--- config.mk ---
export PLATFORM = sky130hd
export DESIGN_NAME = pc_unit
export DESIGN_NICKNAME = d
export VERILOG_FILES = /design/src/rtl/pc_pkg.sv /design/src/rtl/pc_ras.sv /design/src/rtl/pc_unit.sv
export SDC_FILE = /design/constraint.sdc
export NUM_CORES = 1
export LEC_CHECK = 0
export CELL_PAD_IN_SITES_DETAIL_PLACEMENT = 1
export CELL_PAD_IN_SITES_GLOBAL_PLACEMENT = 1
export CORE_MARGIN = 2
export CORE_UTILIZATION = 30
export CTS_BUF_LIST = sky130_fd_sc_hd__clkbuf_4 sky130_fd_sc_hd__clkbuf_8
export DETAILED_ROUTE_END_ITERATION = 7
export PLACE_DENSITY_LB_ADDON = 0.1
export SYNTH_ARGS = -nofsm -noshare
export SYNTH_HDL_FRONTEND = slang
export SYNTH_SLANG_ARGS = --single-unit
--- constraint.sdc ---
create_clock -name clk -period 5.5 [get_ports clk]
set_input_delay 0.825 -clock clk [delete_from_list [all_inputs] [get_ports clk]]
set_output_delay 0.825 -clock clk [all_outputs]
set_load 0.05 [all_outputs]
--- src/rtl/pc_pkg.sv ---
// Shared definitions for the program-counter unit: next-PC select codes,
// default reset vector and the RAS pointer-width helper.
package pc_pkg;

  typedef enum logic [2:0] {
    PC_SEL_HOLD,
    PC_SEL_INC,
    PC_SEL_BR,
    PC_SEL_CALL,
    PC_SEL_RET
  } pc_sel_e;

  localparam int PC_RESET_VEC = 0;

  // Index width for a power-of-two stack; never narrower than one bit.
  function automatic int ras_ptr_w(input int depth);
    return (depth > 1) ? $clog2(depth) : 1;
  endfunction

endpackage

--- src/rtl/pc_ras.sv ---
// Circular return-address stack. A push onto a full stack overwrites the
// oldest entry; a pop on an empty stack is ignored.
module pc_ras
  import pc_pkg::*;
#(
  parameter int WIDTH = 16,
  parameter int DEPTH = 4
) (
  input  logic                      clk,
  input  logic                      rst,
  input  logic                      i_push,
  input  logic                      i_pop,
  input  logic [WIDTH-1:0]          i_data,
  output logic [WIDTH-1:0]          o_top,
  output logic                      o_full,
  output logic                      o_empty,
  output logic [ras_ptr_w(DEPTH):0] o_count
);

  localparam int PW = ras_ptr_w(DEPTH);

  logic [WIDTH-1:0] r_mem [DEPTH];
  logic [PW-1:0]    r_ptr;
  logic [PW:0]      r_count;
  logic [PW-1:0]    w_top_idx;

  // r_ptr is the next free slot; once full it also indexes the oldest entry.
  assign w_top_idx = r_ptr - PW'(1);
  assign o_top     = r_mem[w_top_idx];
  assign o_full    = (r_count == (PW+1)'(DEPTH));
  assign o_empty   = (r_count == '0);
  assign o_count   = r_count;

  always_ff @(posedge clk or posedge rst) begin
    if (rst) begin
      r_ptr   <= '0;
      r_count <= '0;
    end else if (i_push) begin
      r_ptr <= r_ptr + PW'(1);
      if (!o_full) r_count <= r_count + (PW+1)'(1);
    end else if (i_pop && !o_empty) begin
      r_ptr   <= w_top_idx;
      r_count <= r_count - (PW+1)'(1);
    end
  end

  always_ff @(posedge clk) begin
    if (i_push) r_mem[r_ptr] <= i_data;
  end

endmodule

--- src/rtl/pc_unit.sv ---
// Fetch-address register with hold/increment/branch/call/return selection.
// Define PC_RAS_EN to build the return-address stack; otherwise call is a plain branch.
module pc_unit
  import pc_pkg::*;
#(
  parameter int               WIDTH     = 16,
  parameter logic [WIDTH-1:0] RESET_VEC = WIDTH'(PC_RESET_VEC),
  parameter int               STEP      = 1,
  parameter int               RAS_DEPTH = 4
) (
  input  logic             clk,
  input  logic             rst,
  input  logic             stall,
  input  logic             branch_valid,
  input  logic [WIDTH-1:0] branch_target,
  input  logic             call,
  input  logic             ret,
  output logic [WIDTH-1:0] pc,
  output logic [WIDTH-1:0] next_pc,
  output logic             ras_overflow,
  output logic             ras_underflow
);

  logic [WIDTH-1:0] r_pc;
  logic [WIDTH-1:0] w_inc;
  pc_sel_e          w_sel;

  assign w_inc = r_pc + WIDTH'(STEP);
  assign pc    = r_pc;

  // Priority: stall > ret > call > branch > increment.
  always_comb begin
    w_sel = PC_SEL_INC;
    if (stall)             w_sel = PC_SEL_HOLD;
`ifdef PC_RAS_EN
    else if (ret)          w_sel = PC_SEL_RET;
`endif
    else if (call)         w_sel = PC_SEL_CALL;
    else if (branch_valid) w_sel = PC_SEL_BR;
  end

`ifdef PC_RAS_EN
  logic [WIDTH-1:0]               w_ras_top;
  logic                           w_ras_full;
  logic                           w_ras_empty;
  logic [ras_ptr_w(RAS_DEPTH):0]  w_ras_count_unused;
  logic                           w_push;
  logic                           w_pop;
  logic                           r_ovf;
  logic                           r_unf;

  assign w_push = (w_sel == PC_SEL_CALL);
  assign w_pop  = (w_sel == PC_SEL_RET) && !w_ras_empty;

  pc_ras #(
    .WIDTH (WIDTH),
    .DEPTH (RAS_DEPTH)
  ) u_ras (
    .clk     (clk),
    .rst     (rst),
    .i_push  (w_push),
    .i_pop   (w_pop),
    .i_data  (w_inc),
    .o_top   (w_ras_top),
    .o_full  (w_ras_full),
    .o_empty (w_ras_empty),
    .o_count (w_ras_count_unused)
  );

  always_ff @(posedge clk or posedge rst) begin
    if (rst) begin
      r_ovf <= 1'b0;
      r_unf <= 1'b0;
    end else begin
      r_ovf <= w_push && w_ras_full;
      r_unf <= (w_sel == PC_SEL_RET) && w_ras_empty;
    end
  end

  assign ras_overflow  = r_ovf;
  assign ras_underflow = r_unf;
`else
  localparam int unused_ras_depth = RAS_DEPTH;
  logic          w_unused_ret;

  assign w_unused_ret  = ret;
  assign ras_overflow  = 1'b0;
  assign ras_underflow = 1'b0;
`endif

  always_comb begin
    next_pc = w_inc;
    case (w_sel)
      PC_SEL_HOLD: next_pc = r_pc;
      PC_SEL_INC:  next_pc = w_inc;
      PC_SEL_BR:   next_pc = branch_target;
      PC_SEL_CALL: next_pc = branch_target;
`ifdef PC_RAS_EN
      // An empty stack falls back to the sequential address.
      PC_SEL_RET:  next_pc = w_ras_empty ? w_inc : w_ras_top;
`endif
      default:     next_pc = w_inc;
    endcase
  end

  always_ff @(posedge clk or posedge rst) begin
    if (rst) r_pc <= RESET_VEC;
    else     r_pc <= next_pc;
  end

endmodule

==> results of run 1 <==
[power groups by stage]
| stage | Clock, mW | Combinational, mW | Sequential, mW |
|---|---|---|---|
| 5_1_grt | 0.0695 | 0.252 | 0.159 |
| 4_1_cts | 0.0663 | 0.242 | 0.155 |
| 3_3_place_gp | 0 | 0.239 | 0.156 |
| 6_report | 0.0635 | 0.239 | 0.155 |
| 2_1_floorplan | 0 | 0.106 | 0.205 |
| 3_5_place_dp | 0 | 0.241 | 0.158 |
[area by class of cell]
type,instances,area (µm²)
fillers,417,1700
clock buffers,3,22.5
inverters,4,15.0
multi-input cells,93,558
well taps,46,57.6
repair buffers,54,536
flip-flops and latches,16,400
[cells in the mapped netlist, drive strengths merged (3+ instances only)]
library cell	n
nor2	11
a2bb2oi	4
nand3	4
o22ai	4
o22a	3
clkbuf	6
nor3	4
a21oi	13
nand2	10
inv	4
nand4	5
buf	4
dfrtp	16
o21ai	11
[per-layer routing]
metal  track usage (%)  wire length, µm
met4              6.67               46
met5                 0                0
met2              33.0             1720
met1              22.9             1480
met3              2.72              164
[metrics by stage]
stage | std cells | hold slack, ns
2_1_floorplan | 123 | 0.739
3_3_place_gp | 213 | 0.523
3_5_place_dp | 213 | 0.568
4_1_cts | 216 | 0.581
5_1_grt | 216 | 0.605
6_report | 216 | 0.568
[cell families (layout without fill, tap and decap cells)]
logic type	Yosys count	after routing	synth area share, %
adders and majority gates	1	1	1.23
AOI/OAI and AO/OA	44	44	27.6
and+or+nand+nor	44	44	23.2
buffers and inverters	14	61	6.15
muxes	2	2	2.09
other	1	2	0.369
DFF	16	16	39.4
[how the worst min path moves through the flow]
stage,end,slack (ns)
2_1_floorplan,pc[0],0.74
3_3_place_gp,pc[15],0.52
3_5_place_dp,pc[15],0.57
4_1_cts,pc[15],0.58
5_1_grt,pc[15],0.61
6_report,pc[15],0.57
==> results by group, run 1 <==
Run status
  • Status: finished clean

Worst setup path
  • R2R setup slack: about 3.7 ns
  • Critical Path End Type: primary output
  • Crit-path max cell delay: roughly 0.74 ns
  • CP max-delay cell: clkdlybuf4s50_1
  • Critical-path cell list: clkdlybuf4s50_1 -> nor2_1 -> buf_4 -> nand2_1 -> nor4b_1 -> a311oi_1 -> clkdlybuf4s50_1
  • Data required, critical path: between 4 and 5 ns
  • Crit Path Max Fanout: 25
  • Critical Path Stages: 7
  • Data arrival, critical path: 3.27 ns
  • WS Path Type: in2out
  • FF-to-FF End: pc[15]
  • Reg2reg path depth: 4
  • Worst Setup EP: next_pc[15]
  • Crit path max-delay family: buffers and inverters
  • Critical Path Start: branch_valid
  • Crit path buf inv count: 3
  • Startpoint types: primary input
  • Reg-to-Reg Start: pc[2]
  • Most numerous cell on the critical path: clkdlybuf4s50_1

Global routing
  • Vias in the first global route: 1203
  • Initial antenna violation count: 0
  • Gr usage total: 18.6%
  • Grt ovf: 0
  • Largest net degree at the start of global routing: 26
  • First-pass GRT wire length: about 5800 µm

Layout
  • Share of layout cells above drive strength 1: 5.88%
  • Synth-to-layout area growth: 56.2%
  • Most frequent cells in the layout: clkdlybuf4s50_1, dfrtp_1, a21oi_1
  • Post-Layout Inst Area: 1590 µm²
  • Max reg flops: 16
  • # nets final: 195
  • Commonest non-fill, non-tap cell in the layout: clkdlybuf4s50_1
  • N_diodes: 0
  • Layout Utilization: around 48%

Floorplanning
  • Die Span Y: 62.2 µm
  • Initial Util: a little under a third
  • Die width: 62.2 µm
  • # rows: 21
  • Core area: 3280 µm²
  • Die area: roughly 3900 µm²
  • I/O pins: 56

Placed design
  • Post-Place Setup Slack: 1.42 ns
  • GP Congestion: 0.792
  • Dpl hpwl: 2570 µm
  • Post-placement cell area: roughly 1600 µm²
  • Port bufs: 52

Power
  • VDD IR max: 0.000137 V
  • Pleak: just under 0.6 nW
  • Overall power: 0.458 mW
  • Sequential share of power: roughly 34%
  • Net Sw Frac: 47.6%
  • Gate power share: 52.3%
  • Clock power frac: between 10 and 15%
  • Internal: about 0.24 mW
  • Psw: around 0.22 mW
  • Pwr dens: 288 nW/µm²

Clock tree
  • CTS tree: done
  • Num CTS Buffers: 3
  • Num Clock Sinks: 16
  • Clk slew on worst S/H paths: 0.09 ns
  • Post-CTS Resized: 0
  • CTS Hold Buffers Added: 0
  • Depth of the CTS H-tree: 1
  • Clk_lat worst skew: 0.29 ns
  • CTS root buffer: clkbuf_4
  • Buffer levels on the longest clock path: 2
  • # Post-CTS Setup Buffers: 0

Timing
  • Max-slew violations: 0
  • Final min period: 4.09 ns
  • Worst Skew: about 0.006 ns
  • RSZ-0062 raised after global routing: false
  • Slew margin rel.: 56.3%
  • Count of endpoints failing setup in the final report: 0
  • Fmax: ~240 MHz
  • Final hold vios: 0
  • Slew @ Worst Pin: 0.654 ns
  • Final setup margin: roughly 1.4 ns
  • Setup_tns: 0 ns
  • Tcrit/Tclk final: 74.4%

Job
  • Max-Cap Viols: 0

Yosys
  • Cells after synthesis: 122
  • FFs w/ async S/R, synth: 100%
  • Top FF cell, synth: dfrtp_1
  • Yosys top cell by area: dfrtp_1
  • Unique masters post-synth: 36
  • EDFF count, synth: 0
  • Synth Area per Inst: 8.34 µm²
  • Seq cells post-synth: 16
  • Mapped cell area: 1020 µm²
  • Register area share after synthesis: 39.4%
  • Synth area leaders: dfrtp_1, a21oi_1, o21ai_0, nor2_1, nand2_1
  • Yosys top cell area share: 39.4%
  • Ys Warns: 0

Detailed routing
  • Initial drt markers: 26
  • DR pass1 iterations: 4
  • Via count: 1156
  • DRC: 0
  • Detail-routed net length per standard cell: 15.8 µm
  • Antenna viol nets, final: 0
  • Routed vias/inst: 5.35
  • Drt total wl: 3410 µm

Worst hold path
  • Hold Path Stages: 1
  • Hold_sp: pc[15]
  • Min-Delay Path Class: reg2reg
Note: power is estimated with default switching activity, not from simulation.
==> inputs of run 2 (changes only) <==
--- a/config.mk
+++ b/config.mk
@@ -8,7 +8,7 @@
 export CELL_PAD_IN_SITES_DETAIL_PLACEMENT = 1
 export CELL_PAD_IN_SITES_GLOBAL_PLACEMENT = 1
 export CORE_MARGIN = 2
-export CORE_UTILIZATION = 30
+export CORE_UTILIZATION = 27
 export CTS_BUF_LIST = sky130_fd_sc_hd__clkbuf_4 sky130_fd_sc_hd__clkbuf_8
 export DETAILED_ROUTE_END_ITERATION = 7
 export PLACE_DENSITY_LB_ADDON = 0.1
==> constraint.sdc (replaced) <==
create_clock -name clk -period 3.9 [get_ports clk]
set_input_delay 0.585 -clock clk [delete_from_list [all_inputs] [get_ports clk]]
set_output_delay 0.585 -clock clk [all_outputs]
set_load 0.05 [all_outputs]
==> results by group, run 2 (synthesis gave the netlist of run 1 again) <==
Detailed routing
  • Drt total wl: 3520 µm (+3.1%)
  • DRC: 0 (unchanged)
  • Detail-routed net length per standard cell: 16.1 µm (+2.2%)
  • DR pass1 iterations: 4 (unchanged)
  • Initial drt markers: 53 (+100%)
  • Via count: 1141 (-1.3%)
  • Routed vias/inst: 5.23 (-2.2%)
  • Antenna viol nets, final: 0 (unchanged)

Timing
  • Tcrit/Tclk final: 86.9%
  • Final hold vios: 0 (unchanged)
  • Count of endpoints failing setup in the final report: 0 (unchanged)
  • Slew margin rel.: 56.6% (+0.26 points)
  • Worst Skew: 0.000762 ns (-0.00511 ns)
  • Setup_tns: 0 ns (unchanged)
  • Final min period: around 3.4 ns
  • Slew @ Worst Pin: 0.650 ns (-0.00389 ns)
  • Max-slew violations: 0 (unchanged)
  • Fmax: 295 MHz
  • RSZ-0062 raised after global routing: false

Worst setup path
  • Crit-path max cell delay: 0.85 ns (+0.11 ns)
  • Data required, critical path: 3.31 ns (-1.37 ns)
  • Most numerous cell on the critical path: clkdlybuf4s50_1
  • Critical-path cell list: clkdlybuf4s50_1 -> or2_2 -> nor3b_1 -> a21oi_1 -> o21ai_0 -> clkdlybuf4s50_1
  • Crit Path Max Fanout: 14 (-44%)
  • Data arrival, critical path: 2.80 ns (-0.47 ns)
  • CP max-delay cell: clkdlybuf4s50_1
  • Startpoint types: primary input
  • Critical Path End Type: primary output
  • WS Path Type: in2out

Placed design
  • Placed cells: 215 (+0.94%)
  • GP Congestion: 0.739 (-6.8%)
  • Port bufs: 52 (unchanged)
  • Dpl hpwl: 2620 µm (+2.1%)

Floorplanning
  • # rows: 22 (+4.8%)
  • I/O pins: 56 (unchanged)
  • Core area: 3630 µm² (+11%)
  • Die width: 65.4 µm (+5.1%)
  • Die area: 4270 µm² (+10%)
  • Die Span Y: 65.4 µm (+5.1%)
  • Initial Util: 28.0% (-3.0 points)

Power
  • Pwr dens: 424 nW/µm² (+47%)
  • Pleak: 0.652 nW (+9.4%)
  • VDD IR max: 0.000187 V (+36%)
  • Overall power: 0.711 mW (+55%)

Clock tree
  • Depth of the CTS H-tree: 1 (unchanged)
  • Clk slew on worst S/H paths: 0.06 ns (-0.03 ns)
  • CTS root buffer: clkbuf_8
  • CTS Hold Buffers Added: 0 (unchanged)
  • Num Clock Sinks: 16 (unchanged)
  • # Post-CTS Setup Buffers: 0 (unchanged)
  • Post-CTS Resized: 0 (unchanged)
  • Clk_lat worst skew: 0.25 ns (-0.04 ns)
  • CTS tree: done
  • Num CTS Buffers: 3 (unchanged)
  • Buffer levels on the longest clock path: 2 (unchanged)

Layout
  • Max reg flops: 16 (unchanged)
  • Synth-to-layout area growth: 64.7%
  • Commonest non-fill, non-tap cell in the layout: clkdlybuf4s50_1
  • N_diodes: 0 (unchanged)
  • Most frequent cells in the layout: clkdlybuf4s50_1, dfrtp_1, a21oi_1
  • Share of layout cells above drive strength 1: 14.1% (+8.2 points)
  • Fillers: 441 (+5.8%)
  • Post-Layout Cell Count: 218 (+0.93%)
  • # nets final: 195 (unchanged)

Worst hold path
  • Min-Delay Path Class: reg2reg

Global routing
  • Grt ovf: 0 (unchanged)
  • Gr usage total: 18.3% (-0.32 points)
  • Largest net degree at the start of global routing: 26 (unchanged)
  • Initial antenna violation count: 0 (unchanged)
  • First-pass GRT wire length: 6050 µm (+4.5%)
  • Vias in the first global route: 1213 (+0.83%)

Run status
  • Status: finished clean

Job
  • Max-Cap Viols: 0 (unchanged)
## run 2: cell types whose count changed in the layout (fill, tap and decap cells not counted), sizes merged
cell,delta
clkdlybuf4s50,-14
buf,+14
## run 2: routing by layer
| layer | wire [µm] | GRT usage (%) | share of wire [%] | vias to the layer above |
|---|---|---|---|---|
| li1 | - | - | - | 554 |
| met4 | 48 | 6.25 | 1.4 | 0 |
| met2 | 1680 | 29.3 | 48 | 34 |
| met3 | 180 | 2.74 | 5.1 | 5 |
| met1 | 1610 | 25.1 | 46 | 548 |
| met5 | 0 | 0 | 0 | - |
## run 2: power breakdown
part / internal [mW] / switching (mW) / leakage, nW
sequential: 0.187 / 0.0333 / 0.181
combinational: 0.135 / 0.227 / 0.449
clock: 0.0686 / 0.0597 / 0.0216
## run 2: layout make-up
| type | count | area, µm² | area share [%] |
|---|---|---|---|
| tap | 48 | 60.1 | 3.58 |
| multi-input combinational | 93 | 558 | 33.3 |
| sequential | 16 | 400 | 23.9 |
| inverter | 4 | 15.0 | 0.896 |
| clock buffer | 3 | 41.3 | 2.46 |
| timing repair buffer | 54 | 601 | 35.8 |
## run 2: through the flow
step | instance area, µm² | utilization [%] | worst slack [ns] | hold slack, ns
CTS | 1680 | 46.1 | 0.499 | 0.579
global placement | 1630 | 45.0 | 0.573 | 0.526
floorplan | 1020 | - | 0.600 | 0.499
detailed placement | 1630 | 45.0 | 0.507 | 0.570
global route | 1680 | 46.1 | 0.390 | 0.602
finish | 1680 | 46.1 | 0.510 | 0.589
## run 2: path summary, 6_finish.rpt
kind / slack, ns / cells past startpoint / end / start
worst max-delay path: 0.51 / 6 / next_pc[2] / branch_valid
worst min-delay path: 0.59 / 1 / pc[15] / pc[15]
worst max register to register: 2.02 / 5 / pc[14] / pc[0]
worst min register to register: 0.59 / 1 / pc[15] / pc[15]
max in group asynchronous: 2.76 / 2 / pc[4] / rst
min in group asynchronous: 0.72 / 2 / pc[0] / rst
## run 2: worst max-delay path: cells and delay by family
kind	cells	cell delay, ns
AO/OA/AOI/OAI	2	0.27
AND/OR/NAND/NOR	2	0.67
buffers and inverters	2	1.27
